`src/rtl/keypad_pkg.sv`:
```
// Shared definitions for the matrix keypad front end: scanner state
// encoding, clock-count defaults for a 50 MHz system clock and a width
// helper used for codes and counters.
package keypad_pkg;

   // Scanner FSM states.
   typedef enum logic [1:0] {
      KP_SCAN     = 2'd0,
      KP_DEBOUNCE = 2'd1,
      KP_HELD     = 2'd2,
      KP_RELEASE  = 2'd3
   } kp_state_e;

   localparam logic [1:0] S_SCAN     = KP_SCAN;
   localparam logic [1:0] S_DEBOUNCE = KP_DEBOUNCE;
   localparam logic [1:0] S_HELD     = KP_HELD;
   localparam logic [1:0] S_RELEASE  = KP_RELEASE;

   // 10 ms column dwell and 5 ms debounce window at 50 MHz.
   localparam int DEFAULT_SCAN_CYCLES     = 500000;
   localparam int DEFAULT_DEBOUNCE_CYCLES = 250000;

   // Bits needed to hold values 0..n-1, never less than one bit.
   function automatic int code_width(input int n);
      return (n < 2) ? 1 : $clog2(n);
   endfunction

endpackage

```
`src/rtl/key_fifo.sv`:
```
// Small first-word fall-through FIFO for key codes. The head is forced to
// zero while empty. A push arriving while full with no pop in the same
// cycle is discarded and reported through the one-cycle drop flag.
module key_fifo #(
   parameter int WIDTH = 4,
   parameter int DEPTH = 4
) (
   input  logic             clock,
   input  logic             resetn,
   input  logic             push,
   input  logic [WIDTH-1:0] push_data,
   input  logic             pop,
   output logic [WIDTH-1:0] head,
   output logic             empty,
   output logic             drop
);

   localparam int AW = (DEPTH > 1) ? $clog2(DEPTH) : 1;
   localparam logic [AW:0] FULL_COUNT = (AW+1)'(DEPTH);

   logic [WIDTH-1:0] mem [DEPTH];
   logic [AW-1:0]    wr_ptr;
   logic [AW-1:0]    rd_ptr;
   logic [AW:0]      count;
   logic             full;
   logic             do_pop;
   logic             do_push;

   assign empty   = (count == '0);
   assign full    = (count == FULL_COUNT);
   assign do_pop  = pop & ~empty;
   // A pop in the same cycle frees the slot, so a full FIFO still accepts.
   assign do_push = push & (~full | do_pop);
   assign drop    = push & full & ~do_pop;
   assign head    = empty ? '0 : mem[rd_ptr];

   // Storage array; contents are only visible through head when non-empty.
   always_ff @(posedge clock) begin
      if (do_push) mem[wr_ptr] <= push_data;
   end

   // Pointers wrap naturally because DEPTH is a power of two.
   always_ff @(posedge clock or negedge resetn) begin
      if (!resetn) begin
         wr_ptr <= '0;
         rd_ptr <= '0;
         count  <= '0;
      end else begin
         if (do_push) wr_ptr <= wr_ptr + 1'b1;
         if (do_pop)  rd_ptr <= rd_ptr + 1'b1;
         case ({do_push, do_pop})
            2'b10:   count <= count + 1'b1;
            2'b01:   count <= count - 1'b1;
            default: count <= count;
         endcase
      end
   end

endmodule

```
`src/rtl/keypad_scanner.sv`:
```
// Matrix keypad front end: rotates a single low column across the matrix,
// synchronises the row returns, debounces press and release of the first
// key found and queues one linear code (row*COLS + col) per press.
//
// Output handshake: key_code is valid whenever key_valid is high and stays
// stable until accepted; a code is consumed on every rising clock edge where
// key_valid and key_ready are both high. key_ready may be held high freely.
module keypad_scanner
   import keypad_pkg::*;
#(
   parameter int ROWS            = 4,
   parameter int COLS            = 4,
   parameter int SCAN_CYCLES     = DEFAULT_SCAN_CYCLES,
   parameter int DEBOUNCE_CYCLES = DEFAULT_DEBOUNCE_CYCLES,
   parameter int DEPTH           = 4,
   localparam int CW             = code_width(ROWS * COLS)
) (
   input  logic            clock,
   input  logic            resetn,
   input  logic [ROWS-1:0] row_n,
   output logic [COLS-1:0] col_n,
   output logic [CW-1:0]   key_code,
   output logic            key_valid,
   input  logic            key_ready,
   output logic            key_held,
   output logic            overflow,
   input  logic            clear_overflow,
   output logic [1:0]      state_dbg
);

   localparam int SCW = code_width(SCAN_CYCLES);
   localparam int DCW = code_width(DEBOUNCE_CYCLES);
   localparam int CIW = code_width(COLS);
   localparam int RIW = code_width(ROWS);
   localparam logic [SCW-1:0] SCAN_LAST = SCW'(SCAN_CYCLES - 1);
   localparam logic [DCW-1:0] DEB_LAST  = DCW'(DEBOUNCE_CYCLES - 1);
   localparam logic [CIW-1:0] COL_LAST  = CIW'(COLS - 1);

   logic [ROWS-1:0] sync1;
   logic [ROWS-1:0] rs;
   logic [1:0]      state;
   logic [SCW-1:0]  scan_cnt;
   logic [DCW-1:0]  stable_cnt;
   logic [CIW-1:0]  col;
   logic [CIW-1:0]  next_col;
   logic [RIW-1:0]  row_sel;
   logic [RIW-1:0]  low_row;
   logic            any_low;
   logic            row_bit;
   logic            push;
   logic [CW-1:0]   push_code;
   logic            fifo_empty;
   logic            fifo_drop;

   assign col_n     = ~(COLS'(1) << col);
   assign next_col  = (col == COL_LAST) ? '0 : col + 1'b1;
   assign any_low   = ~&rs;
   assign row_bit   = rs[row_sel];
   assign push      = (state == S_DEBOUNCE) && !row_bit && (stable_cnt == DEB_LAST);
   assign push_code = CW'(int'(row_sel) * COLS + int'(col));
   assign key_held  = (state == S_HELD) || (state == S_RELEASE);
   assign key_valid = ~fifo_empty;
   assign state_dbg = state;

   // Two-flop synchroniser; idle rows read as released after reset.
   always_ff @(posedge clock or negedge resetn) begin
      if (!resetn) begin
         sync1 <= '1;
         rs    <= '1;
      end else begin
         sync1 <= row_n;
         rs    <= sync1;
      end
   end

   // Lowest-index closed row, so simultaneous keys resolve deterministically.
   always_comb begin
      low_row = '0;
      for (int i = ROWS - 1; i >= 0; i--) begin
         if (!rs[i]) low_row = RIW'(i);
      end
   end

   // Scan / debounce / hold / release sequencing with column and counters.
   always_ff @(posedge clock or negedge resetn) begin
      if (!resetn) begin
         state      <= S_SCAN;
         scan_cnt   <= '0;
         stable_cnt <= '0;
         col        <= '0;
         row_sel    <= '0;
      end else begin
         case (state)
            S_SCAN: begin
               if (scan_cnt == SCAN_LAST) begin
                  scan_cnt <= '0;
                  if (any_low) begin
                     row_sel    <= low_row;
                     stable_cnt <= '0;
                     state      <= S_DEBOUNCE;
                  end else begin
                     col <= next_col;
                  end
               end else begin
                  scan_cnt <= scan_cnt + 1'b1;
               end
            end
            S_DEBOUNCE: begin
               if (!row_bit) begin
                  if (stable_cnt == DEB_LAST) begin
                     stable_cnt <= '0;
                     state      <= S_HELD;
                  end else begin
                     stable_cnt <= stable_cnt + 1'b1;
                  end
               end else begin
                  // Closure did not hold; give up and move on.
                  stable_cnt <= '0;
                  scan_cnt   <= '0;
                  col        <= next_col;
                  state      <= S_SCAN;
               end
            end
            S_HELD: begin
               if (row_bit) begin
                  stable_cnt <= '0;
                  state      <= S_RELEASE;
               end
            end
            default: begin
               if (row_bit) begin
                  if (stable_cnt == DEB_LAST) begin
                     stable_cnt <= '0;
                     scan_cnt   <= '0;
                     col        <= next_col;
                     state      <= S_SCAN;
                  end else begin
                     stable_cnt <= stable_cnt + 1'b1;
                  end
               end else begin
                  // Release bounce: key is still down, no new code.
                  stable_cnt <= '0;
                  state      <= S_HELD;
               end
            end
         endcase
      end
   end

   // Sticky overflow; a drop in the same cycle wins over a clear.
   always_ff @(posedge clock or negedge resetn) begin
      if (!resetn)             overflow <= 1'b0;
      else if (fifo_drop)      overflow <= 1'b1;
      else if (clear_overflow) overflow <= 1'b0;
   end

   key_fifo #(
      .WIDTH (CW),
      .DEPTH (DEPTH)
   ) u_fifo (
      .clock     (clock),
      .resetn    (resetn),
      .push      (push),
      .push_data (push_code),
      .pop       (key_valid & key_ready),
      .head      (key_code),
      .empty     (fifo_empty),
      .drop      (fifo_drop)
   );

endmodule

```
`config.mk`:
```
export PLATFORM = sky130hd
export DESIGN_NAME = keypad_scanner
export DESIGN_NICKNAME = d
export VERILOG_FILES = /design/src/rtl/keypad_pkg.sv /design/src/rtl/key_fifo.sv /design/src/rtl/keypad_scanner.sv
export SDC_FILE = /design/constraint.sdc
export NUM_CORES = 1
export LEC_CHECK = 0
export CAP_MARGIN = 10
export CORE_MARGIN = 1
export CORE_UTILIZATION = 55
export CTS_CLUSTER_SIZE = 16
export DETAILED_ROUTE_END_ITERATION = 10
export GPL_TIMING_DRIVEN = 0
export PLACE_DENSITY = 0.71
export SLEW_MARGIN = 0
export SYNTH_ARGS = -nofsm -noshare
export SYNTH_HDL_FRONTEND = slang
export SYNTH_SLANG_ARGS = --single-unit
```
`constraint.sdc`:
```
create_clock -name clock -period 3.65 [get_ports clock]
set_clock_uncertainty 0.2 [all_clocks]
set_input_delay 0.5475 -clock clock [delete_from_list [all_inputs] [get_ports clock]]
set_output_delay 0.5475 -clock clock [all_outputs]
set_load 0.03 [all_outputs]
```
==> run metrics, run 1 <==
status=finished clean; GRT Residual Overflow=0; WS Path Type=reg -> reg; syn_nets=373; die footprint=roughly 7300 sq um; Core Area=6790 sq um; RD Place Congestion=0.799; Clock Root Buffer=clkbuf_8; Antenna diodes=0; die width=85.7 um; Post-route DRC=0; fmax=about 0.31 GHz; CTS Buffer Depth=2; Detail Route Antenna Nets=0; LEAKAGE=0.00179 uW; Top FF cell, synth=dfrtp_1; final setup violation count=0; Post-synth EDFFs=16; TritonRoute pass-1 iters=5; Cell variety after synth=60; Final Hold Viols=0; Top Ports=21; initial antenna violation count=0; Die Span Y=85.7 um; Mapped Area=~3900 sq um; sequential fraction of the synthesis area=0.510; Setup Buffers After CTS=0; Total Wirelength=between 7000 and 8000 um; CP Capture Type=flop; PD cells=393 nW/um^2; vias in the first global route=2673; CTS Sinks=between 70 and 80; wire length of the first global-routing pass=about 13000 um; clock tree from TritonCTS=done; fin worst setup slack=0.466 ns; worst skew pair latency=0.35 ns; Vias/cell=5.82; area fraction of the dominant cell type after synthesis=0.331; Final nets=a little over 400; clk slew on worst S/H paths=0.09 ns; CTS buffer count=9; initial drt markers=120; largest net degree at the start of global routing=39; worst IR drop on VDD=0.190 mV; final worst path period need=3.18 ns; Gates resized, CTS repair=0; final period utilization=0.872; syn_area_per_cell=10.9 sq um; hold crit path type=reg -> reg; CP Max Fanout=9; Post-CTS Hold Fix Bufs=1; Slew Limit Fails=0; max cap viols=0; Layout area overhead=14.1%; Detail Placement HPWL=5290 um; crit path DAT=around 3.3 ns; Initial Utilization=0.567; ys async rst share=0.787; Place WS=0.475 ns; Synth area leaders=dfrtp_1 (33%), edfxtp_1 (12%), dfstp_2 (5.5%); H-tree levels=3; total vias in the final route=between 2000 and 3000; final hold slack=0.160 ns; Synth Instances=353; Worst-Margin Slew=0.680 ns; RSZ-0062 raised after global routing=false; Rows=30; GRT Overall Usage=0.228; WL/cell=roughly 15 um; layout cells sized above 1=0.143; slew margin rel.=0.546; flops & latches, synth=75; Port Buffers=20; most common cell after layout, fill and taps aside=dfrtp_1; most frequent cells in the layout=dfrtp_1 (51), a21oi_1 (25), inv_1 (20); Data required, critical path=3.73 ns; startpoint types=flop; cell taking the most area after synthesis=dfrtp_1; YS warnings=0
-- report_power, final --
part	leakage (uW)	switching (uW)	total, uW	internal [uW]
Sequential	0.000958	30.4	920	890
Combinational	0.000728	89.8	173	83.5
Clock	0.0000998	337	635	298
Total	0.00179	457	1730	1270
-- layer usage --
metal,up-vias,track usage,part of all wire
li1,1390,-,-
met1,1382,0.302,0.46
met2,55,0.380,0.49
met3,7,0.0462,0.037
met4,0,0.0742,0.0097
met5,-,0,0
-- cell usage after synthesis (9+ instances only) --
master,instances
a21oi_1,25
a31oi_1,9
dfrtp_1,51
edfxtp_1,16
ha_1,11
inv_1,20
nand2_1,18
nand3_1,18
nand4_1,9
nor2_1,18
o21ai_0,15
o31ai_1,10
or4_1,10
-- registers in the layout, summed over array words and instances, names as in the netlist, named ones only --
register / count
u_fifo.mem: 16
rs: 4
overflow: 1
u_fifo.rd_ptr: 2
col: 2
row_sel: 2
u_fifo.wr_ptr: 2
state_dbg: 1
sync1: 4
scan_cnt: 19
stable_cnt: 18
u_fifo.count: 3
-- path summary, 6_finish.rpt --
check / to / cells past startpoint / slack (ns) / startpoint
min: rs[3]$_DFF_PN1_ / 0 / 0.16 / sync1[3]$_DFF_PN1_
min in group asynchronous: col[1]$_DFFE_PN0P_ / 2 / 0.50 / resetn
max reg2reg: u_fifo.count[1]$_DFFE_PN0P_ / 9 / 0.47 / row_sel[0]$_DFFE_PN0P_
max: u_fifo.count[1]$_DFFE_PN0P_ / 9 / 0.47 / row_sel[0]$_DFFE_PN0P_
max in group asynchronous: rs[0]$_DFF_PN1_ / 3 / 2.09 / resetn
min reg2reg: rs[3]$_DFF_PN1_ / 0 / 0.16 / sync1[3]$_DFF_PN1_
-- area by class of cell --
type	count	area, sq um
fill	517	2400
sequential	75	1970
multi-input combinational	243	1740
timing repair buffer	22	225
clock buffer	10	149
tap	96	120
buffer	15	76.3
inverter	20	75.1
clock inverter	6	48.8
-- cells by family (layout without fill, tap and decap cells) --
kind of cell | Yosys count | after routing | share of synthesized area
xor+xnor | 12 | 12 | 0.0273
flops | 75 | 75 | 0.510
mux | 13 | 13 | 0.0526
buf+inv | 35 | 73 | 0.0393
compound gates | 84 | 84 | 0.141
simple gates | 122 | 122 | 0.189
fa+ha+maj | 12 | 12 | 0.0409
-- metrics by stage --
stage	total power (uW)	std cells	util	cell area (sq um)	setup TNS (ns)
2_1_floorplan	1050	353	-	3850	0
3_3_place_gp	1110	469	0.614	4170	-3.62
3_5_place_dp	1110	470	0.617	4190	0
4_1_cts	1750	487	0.647	4400	0
5_1_grt	1810	487	0.647	4400	0
6_report	1730	487	0.647	4400	0
-- worst max-delay path, cell delays in order, from the launching register on --
cell and delay (ns):
dfrtp_1 0.47, mux4_2 0.63, or2_0 0.25, buf_6 0.15
nor4b_4 0.45, inv_1 0.09, ha_1 0.24, inv_1 0.07
fa_1 0.40, o21ai_0 0.16
Note: power is estimated with default switching activity, not from simulation.
==> run 2, diff against run 1 <==
--- a/config.mk
+++ b/config.mk
@@ -5,13 +5,13 @@
 export SDC_FILE = /design/constraint.sdc
 export NUM_CORES = 1
 export LEC_CHECK = 0
-export CAP_MARGIN = 10
+export CAP_MARGIN = 20
 export CORE_MARGIN = 1
-export CORE_UTILIZATION = 55
+export CORE_UTILIZATION = 60
 export CTS_CLUSTER_SIZE = 16
 export DETAILED_ROUTE_END_ITERATION = 10
 export GPL_TIMING_DRIVEN = 0
-export PLACE_DENSITY = 0.71
+export PLACE_DENSITY = 0.77
 export SLEW_MARGIN = 0
 export SYNTH_ARGS = -nofsm -noshare
 export SYNTH_HDL_FRONTEND = slang
==> run 2 against run 1 <==
  * Register-to-register slack is essentially flat
  * Cell area shrank 0.51%
  * Fmax barely moved
  * Power grew 2.1%
  * Worst setup slack worse by 0.0031 ns
  * Sequential share of layout area up 0.23 points
  * Largest power group unchanged
  * Critical path type unchanged
  * Cell count is 4.5% lower
  * Wire length rose by 1.8%
==> run metrics, run 2 (synthesis results as in run 1) <==
status=finished clean; Total Wirelength=between 7000 and 8000 um; Post-route DRC=0; initial antenna violation count=0; CTS buffer count=9; most frequent cells in the layout=dfrtp_1 (51), a21oi_1 (25), inv_1 (20); Clock Root Buffer=clkbuf_8; WL/cell=16.5 um; Layout area overhead=13.5%; Fillers=~430; uppermost layer routed=met4; Rows=28; TritonRoute pass-1 iters=5; max cap viols=0; routed length on met3=between 200 and 300 um; largest net degree at the start of global routing=31; Vias/cell=6.18; CTS Sinks=75; CP cell instances=mux4_2 -> or2_0 -> buf_6 -> nor4b_4 -> inv_1 -> ha_1 -> inv_1 -> fa_1 -> xor2_1 -> nor2_1 -> xor2_1; RSZ-0062 raised after global routing=false; clock tree from TritonCTS=done; M1 wire length=3520 um; most common cell after layout, fill and taps aside=dfrtp_1; Top Ports=21; Largest regs=scan_cnt (19), stable_cnt (18), u_fifo.mem (16); layout cells sized above 1=0.141; Gates resized, CTS repair=0; Place WS=0.415 ns; RD Place Congestion=0.824; final setup violation count=0; LEAKAGE=~0.0018 uW; final worst path period need=about 3.2 ns; Initial Utilization=0.636; Die Span Y=82.1 um; Most flops, register=scan_cnt; routed wl met2=~3800 um; slew margin rel.=0.513; Critical Path Slowest Stage Cell=mux4_2; fin util=0.722; CP Max Fanout=9; die width=just over 80 um; H-tree levels=3; PD cells=404 nW/um^2; wire length of the first global-routing pass=13000 um; fmax=0.314 GHz; die footprint=between 6000 and 7000 sq um; Slew Limit Fails=0; WS Path Type=reg -> reg; clk slew on worst S/H paths=0.08 ns; Antenna diodes=0; crit path DAT=3.22 ns; CTS Buffer Depth=2; CP delay by family, top=simple AND/OR/NAND/NOR gates; Worst-Margin Slew=0.723 ns; GRT Overall Usage=0.259; placed cell count=449; Power, Total=1770 uW; Detail Placement HPWL=5390 um; initial drt markers=210; Final Hold Viols=0; worst IR drop on VDD=0.342 mV; Detail Route Antenna Nets=0; vias in the first global route=~2800; setup TNS=0 ns; CP Capture Type=flop; worst skew pair latency=0.35 ns; Port Buffers=20; Post-CTS Hold Fix Bufs=0; max reg flops=19; hold crit path type=in -> async; Crit path largest cell delay=0.63 ns; final period utilization=0.873; fin worst setup slack=0.463 ns; Final nets=roughly 410; Core Area=around 6000 sq um; r2r setup slk=0.46 ns; GRT Residual Overflow=0; Setup Buffers After CTS=0; total vias in the final route=2872; Data required, critical path=3.69 ns; Non-Filler Instances=465; Critical path buffers and inverters=3; startpoint types=flop
-- run 2: cell count changes in the layout (fill, tap and decap cells not counted) --
| cell | change |
|---|---|
| bufinv_16 | +1 |
| clkbuf_1 | +1 |
| clkinv_2 | +1 |
| clkinvlp_4 | +1 |
| dlygate4sd3_1 | -1 |
| inv_4 | -1 |
| inv_6 | -3 |
-- run 2: per-stage QoR --
stage          cell area (sq um)  hold slack [ns]
4_1_cts                     4370           0.0677
6_report                    4370           0.0363
3_5_place_dp                4160            0.148
3_3_place_gp                4150            0.148
2_1_floorplan               3850           0.0519
5_1_grt                     4370           0.0935
-- run 2: where the power goes --
part	internal, uW	total (uW)	switching (uW)
registers	890	924	33.9
logic	83.5	176	92.2
clock network	358	665	307
total	1330	1770	433
-- run 2: per-layer routing --
metal / vias to the layer above / global-route usage
met5: - / 0
met4: 0 / 0.0930
met3: 9 / 0.0637
met2: 61 / 0.417
met1: 1419 / 0.341
li1: 1383 / -
-- run 2: worst paths after layout --
kind | cells after the start | start | to
max in group asynchronous | 2 | resetn | sync1[3]$_DFF_PN1_
max reg2reg | 11 | row_sel[0]$_DFFE_PN0P_ | u_fifo.count[2]$_DFFE_PN0P_
min in group clock | 0 | sync1[1]$_DFF_PN1_ | rs[1]$_DFF_PN1_
min reg2reg | 0 | sync1[1]$_DFF_PN1_ | rs[1]$_DFF_PN1_
max | 11 | row_sel[0]$_DFFE_PN0P_ | u_fifo.count[2]$_DFFE_PN0P_
min | 1 | resetn | u_fifo.rd_ptr[1]$_DFFE_PN0P_
-- run 2: worst reg2reg max path, cell delays in order (launching register included) --
cell,delay (ns)
dfrtp_1,0.47
mux4_2,0.63
or2_0,0.25
buf_6,0.15
nor4b_4,0.45
inv_1,0.09
ha_1,0.23
inv_1,0.07
fa_1,0.17
xor2_1,0.15
nor2_1,0.07
xor2_1,0.14
-- run 2: final cells by class --
| class | instances | area [sq um] | area share |
|---|---|---|---|
| buffer | 15 | 76.3 | 0.0174 |
| clock buffer | 11 | 153 | 0.0349 |
| clock inverter | 5 | 58.8 | 0.0134 |
| inverter | 20 | 75.1 | 0.0172 |
| multi-input combinational | 243 | 1740 | 0.397 |
| sequential | 75 | 1970 | 0.450 |
| tap | 75 | 93.8 | 0.0215 |
| timing repair buffer | 21 | 215 | 0.0492 |
==> RTL change 1: new RTL, config.mk and constraints of run 1 <==
Set the package constant `DEFAULT_SCAN_CYCLES` to 250000 (it was 500000).
--- a/src/rtl/keypad_pkg.sv
+++ b/src/rtl/keypad_pkg.sv
@@ -17,7 +17,7 @@
    localparam logic [1:0] S_RELEASE  = KP_RELEASE;
 
    // 10 ms column dwell and 5 ms debounce window at 50 MHz.
-   localparam int DEFAULT_SCAN_CYCLES     = 500000;
+   localparam int DEFAULT_SCAN_CYCLES     = 250000;
    localparam int DEFAULT_DEBOUNCE_CYCLES = 250000;
 
    // Bits needed to hold values 0..n-1, never less than one bit.
Check against the original RTL: same outputs for any inputs over 10 cycles, from zero or initial values and one cycle with resetn low; that may be too few to reach the edited logic, so the function may still have changed.
==> RTL change 1 against run 1 <==
- the flow now finishes with violations (DRC)
- worst setup slack improved by 0.062 ns
- sequential share of layout area increased by 1.0 points
- sequential cell count decreased by 1
- cell area decreased by 3.5%
- clock power increased by 21%
- power increased by 7.1%
- routed wire length decreased by 5.7%
- die area decreased by 4.1%
- synthesized area decreased by 4.2%
- critical path type is now flip-flop to output pin
- largest cell class unchanged
- largest power group unchanged
- highest routed layer unchanged
==> RTL change 1: results (changes against run 1) <==
| Metric | Value |
|---|---|
| Seq/Total Area, Yosys | `0.5261 (+0.01571)` |
| Largest net degree at the start of global routing | `32 (-18%)` |
| Largest registers | `scan_cnt x18, stable_cnt x18, u_fifo.mem x16` |
| Post-Synthesis Cells | `337 (-4.5%)` |
| Post-synthesis mux area share | `0.04237 (-0.01022)` |
| R2R depth | `11 (+2)` |
| DRT Pass-1 Iters | `8 (+3)` |
| Final hold slack | `0.01175 ns (-0.1480 ns)` |
| Worst-path fanout max | `6 (-3)` |
| Met3 WL post-DR | `253 um (-9.6%)` |
| Leakage | `1.776 nW (-0.57%)` |
| Vias | `2635 (-7.0%)` |
| Layout cells sized above 1 | `0.1337 (-0.009533)` |
| Hpwl dp | `5.053 mm (-4.4%)` |
| Drt drc | `3 (+3)` |
| Met3 usage | `0.03956 (-0.006633)` |
| Worst Setup EP | `key_code[2]` |
| Final #Nets | `389 (-4.2%)` |
| Outcome | `finished with violations` |
| Flop-to-flop setup slack | `0.53 ns (+0.06 ns)` |
| Hold WC Path Type | `input port to async pin` |
| Overall Global Routing Usage | `0.2262 (-0.001973)` |
| Dpl cell area | `4003 sq um (-4.5%)` |
| Setup crit start | `u_fifo.rd_ptr[0]` |
| Met1 WL | `3.355 mm (-3.1%)` |
| DR WL met2 | `3.328 mm (-11%)` |
| First-pass GRT wire length | `12.36 mm (-4.3%)` |
| Xor/xnor share of the synthesized area | `0.05695 (+0.02968)` |
| Syn Nets | `357 (-4.3%)` |
| CP peak stage delay | `0.58 ns (-0.05 ns)` |
| Via density | `5.843 (+0.40%)` |
| WP data arrival | `2.37 ns (-0.89 ns)` |
| Placed cell count | `435 (-7.4%)` |
| Number of DRC markers in iteration 0 | `177 (+48%)` |
| Failing checks | `DRC` |
| R2r endpoint | `u_fifo.count[2]` |
| Synth Area in Adders | `0.04271 (+0.001803)` |
| Routed WL per cell | `15.78 um (+1.9%)` |
[RTL change 1: cell count changes in the layout (fill, tap and decap cells not counted), moves of 5 or more]
cell	change
nor4b_2	+5
inv_1	-5
a22o_1	-6
nor3_1	+5
xnor2_1	+8
or4_1	-9
a21oi_1	-14
or3_1	-5
nand2_1	+12
nor2_1	+11
[RTL change 1: final cells by class]
class,instances,area [sq um],area share
clock inverters,7,117.6,0.02771
well taps,77,96.34,0.02270
clock buffers,9,123.9,0.02919
inverters,15,56.30,0.01327
multi-input cells,236,1628,0.3835
plain buffers,12,65.06,0.01533
repair buffers,21,215.2,0.05071
flip-flops and latches,74,1942,0.4575
[RTL change 1: power breakdown]
group | internal [mW] | switching (mW)
registers | 0.879 | 0.0335
clock network | 0.452 | 0.313
logic | 0.0804 | 0.0924
==> RTL change 2: new RTL, settings of run 1 <==
Made on the original files. Make the reset (`resetn`) synchronous in 4 clocked blocks.
--- a/src/rtl/key_fifo.sv
+++ b/src/rtl/key_fifo.sv
@@ -40,7 +40,7 @@
    end
 
    // Pointers wrap naturally because DEPTH is a power of two.
-   always_ff @(posedge clock or negedge resetn) begin
+   always_ff @(posedge clock) begin
       if (!resetn) begin
          wr_ptr <= '0;
          rd_ptr <= '0;
--- a/src/rtl/keypad_scanner.sv
+++ b/src/rtl/keypad_scanner.sv
@@ -63,7 +63,7 @@
    assign state_dbg = state;
 
    // Two-flop synchroniser; idle rows read as released after reset.
-   always_ff @(posedge clock or negedge resetn) begin
+   always_ff @(posedge clock) begin
       if (!resetn) begin
          sync1 <= '1;
          rs    <= '1;
@@ -82,7 +82,7 @@
    end
 
    // Scan / debounce / hold / release sequencing with column and counters.
-   always_ff @(posedge clock or negedge resetn) begin
+   always_ff @(posedge clock) begin
       if (!resetn) begin
          state      <= S_SCAN;
          scan_cnt   <= '0;
@@ -148,7 +148,7 @@
    end
 
    // Sticky overflow; a drop in the same cycle wins over a clear.
-   always_ff @(posedge clock or negedge resetn) begin
+   always_ff @(posedge clock) begin
       if (!resetn)             overflow <= 1'b0;
       else if (fifo_drop)      overflow <= 1'b1;
       else if (clear_overflow) overflow <= 1'b0;
Function: no difference found for any inputs over 10 cycles, from zero or initial values and one cycle with resetn low; that may be too few to reach the edited logic, so the function may still have changed.
==> RTL change 2 against run 1 <==
- the flow now finishes with violations (DRC)
- synthesized area down 3.3%
- cell area fell by 3.4%
- clock power grew 11%
- sequential cell count increased by 2
- sequential power is 0.5% lower
- worst setup slack gained 0.28 ns
- power up 4.8%
- routed wire length decreased by 5.5%
- largest cell class is now multi-input gates
==> RTL change 2: results (changes against run 1) <==
| Metric | Value |
|---|---|
| Layout cells sized above 1 | `0.1095 (-0.03370)` |
| Final Cycle Share | `0.7957 (-0.07660)` |
| Top post-synthesis cells by count | `61 x dfxtp_1, 43 x nor2_1, 30 x nand2_1, 28 x xnor2_1` |
| Failing checks | `DRC` |
| Met3 usage | `0.03245 (-0.01375)` |
| Leakage | `1.512 nW (-15%)` |
| Setup WS pre-CTS | `0.7489 ns (+0.2738 ns)` |
| Hpwl dp | `5.247 mm (-0.76%)` |
| Met3 WL post-DR | `215 um (-23%)` |
| Hold Path Sink | `rs[0]` |
| Asr flop ratio synth | `0 (-0.7867)` |
| Largest net degree at the start of global routing | `14 (-64%)` |
| Clk. pwr | `0.704 mW (+11%)` |
| Number of global-route vias before repair | `2678 (+0.19%)` |
| Top cells by area, synth | `dfxtp_1 33%, edfxtp_1 13%, xnor2_1 6.6%, nor2_1 4.3%, ha_1 3.4%` |
| Rel. slew slack | `0.3388 (-0.2073)` |
| Via density | `5.640 (-3.1%)` |
| Routed WL per cell | `14.35 um (-7.4%)` |
| Setup crit start | `row_sel[0]` |
| GPL Wtd Cong | `0.8586 (+7.4%)` |
| Seq/Total Area, Yosys | `0.4568 (-0.05355)` |
| Syn Nets | `403 (+8.0%)` |
| DR WL met2 | `3.415 mm (-8.4%)` |
| Final wirelength | `7.131 mm (-5.5%)` |
| Flop-to-flop setup slack | `0.75 ns (+0.28 ns)` |
| Placed cell count | `481 (+2.3%)` |
| Fillers | `535 (+3.5%)` |
| Final hold slack | `0.2115 ns (+0.05175 ns)` |
| Seq pwr share | `0.505 (-0.027)` |
| Hold Path Origin | `sync1[0]` |
| GR Util met1 | `0.2812 (-0.02071)` |
| Drt drc | `3 (+3)` |
| Worst hold stages | `1 (+1)` |
| Yosys cell types | `59 (-1.7%)` |
| Pwr/cell area | `426.3 nW/um^2 (+8.4%)` |
| WP data arrival | `2.98 ns (-0.28 ns)` |
| Outcome | `finished with violations` |
==> RTL change 2: cell count changes after synthesis, sizes merged, moves of 9 or more <==
cell,change
dfxtp,+61
dfrtp,-51
nor2,+27
xnor2,+22
a21oi,-15
nand2,+12
nand2b,+11
o31ai,-9
==> RTL change 2: kinds of logic after synthesis <==
family	Yosys count	share of synthesized area
multiplexers	12	0.04938
XOR/XNOR	30	0.07054
buffers and inverters	31	0.04031
AO/OA/AOI/OAI	40	0.07256
AND/OR/NAND/NOR	183	0.2714
flip-flops	77	0.4568
adder cells (fa/ha/maj)	11	0.03897
==> RTL change 2: final cells by class <==
| cell class | instances | area share |
|---|---|---|
| Buffer | 15 | 0.02120 |
| Clock buffer | 12 | 0.04152 |
| Clock inverter | 4 | 0.01207 |
| Inverter | 16 | 0.01413 |
| Multi-Input combinational cell | 276 | 0.4408 |
| Sequential cell | 77 | 0.4005 |
| Tap cell | 77 | 0.02267 |
| Timing Repair Buffer | 20 | 0.04711 |
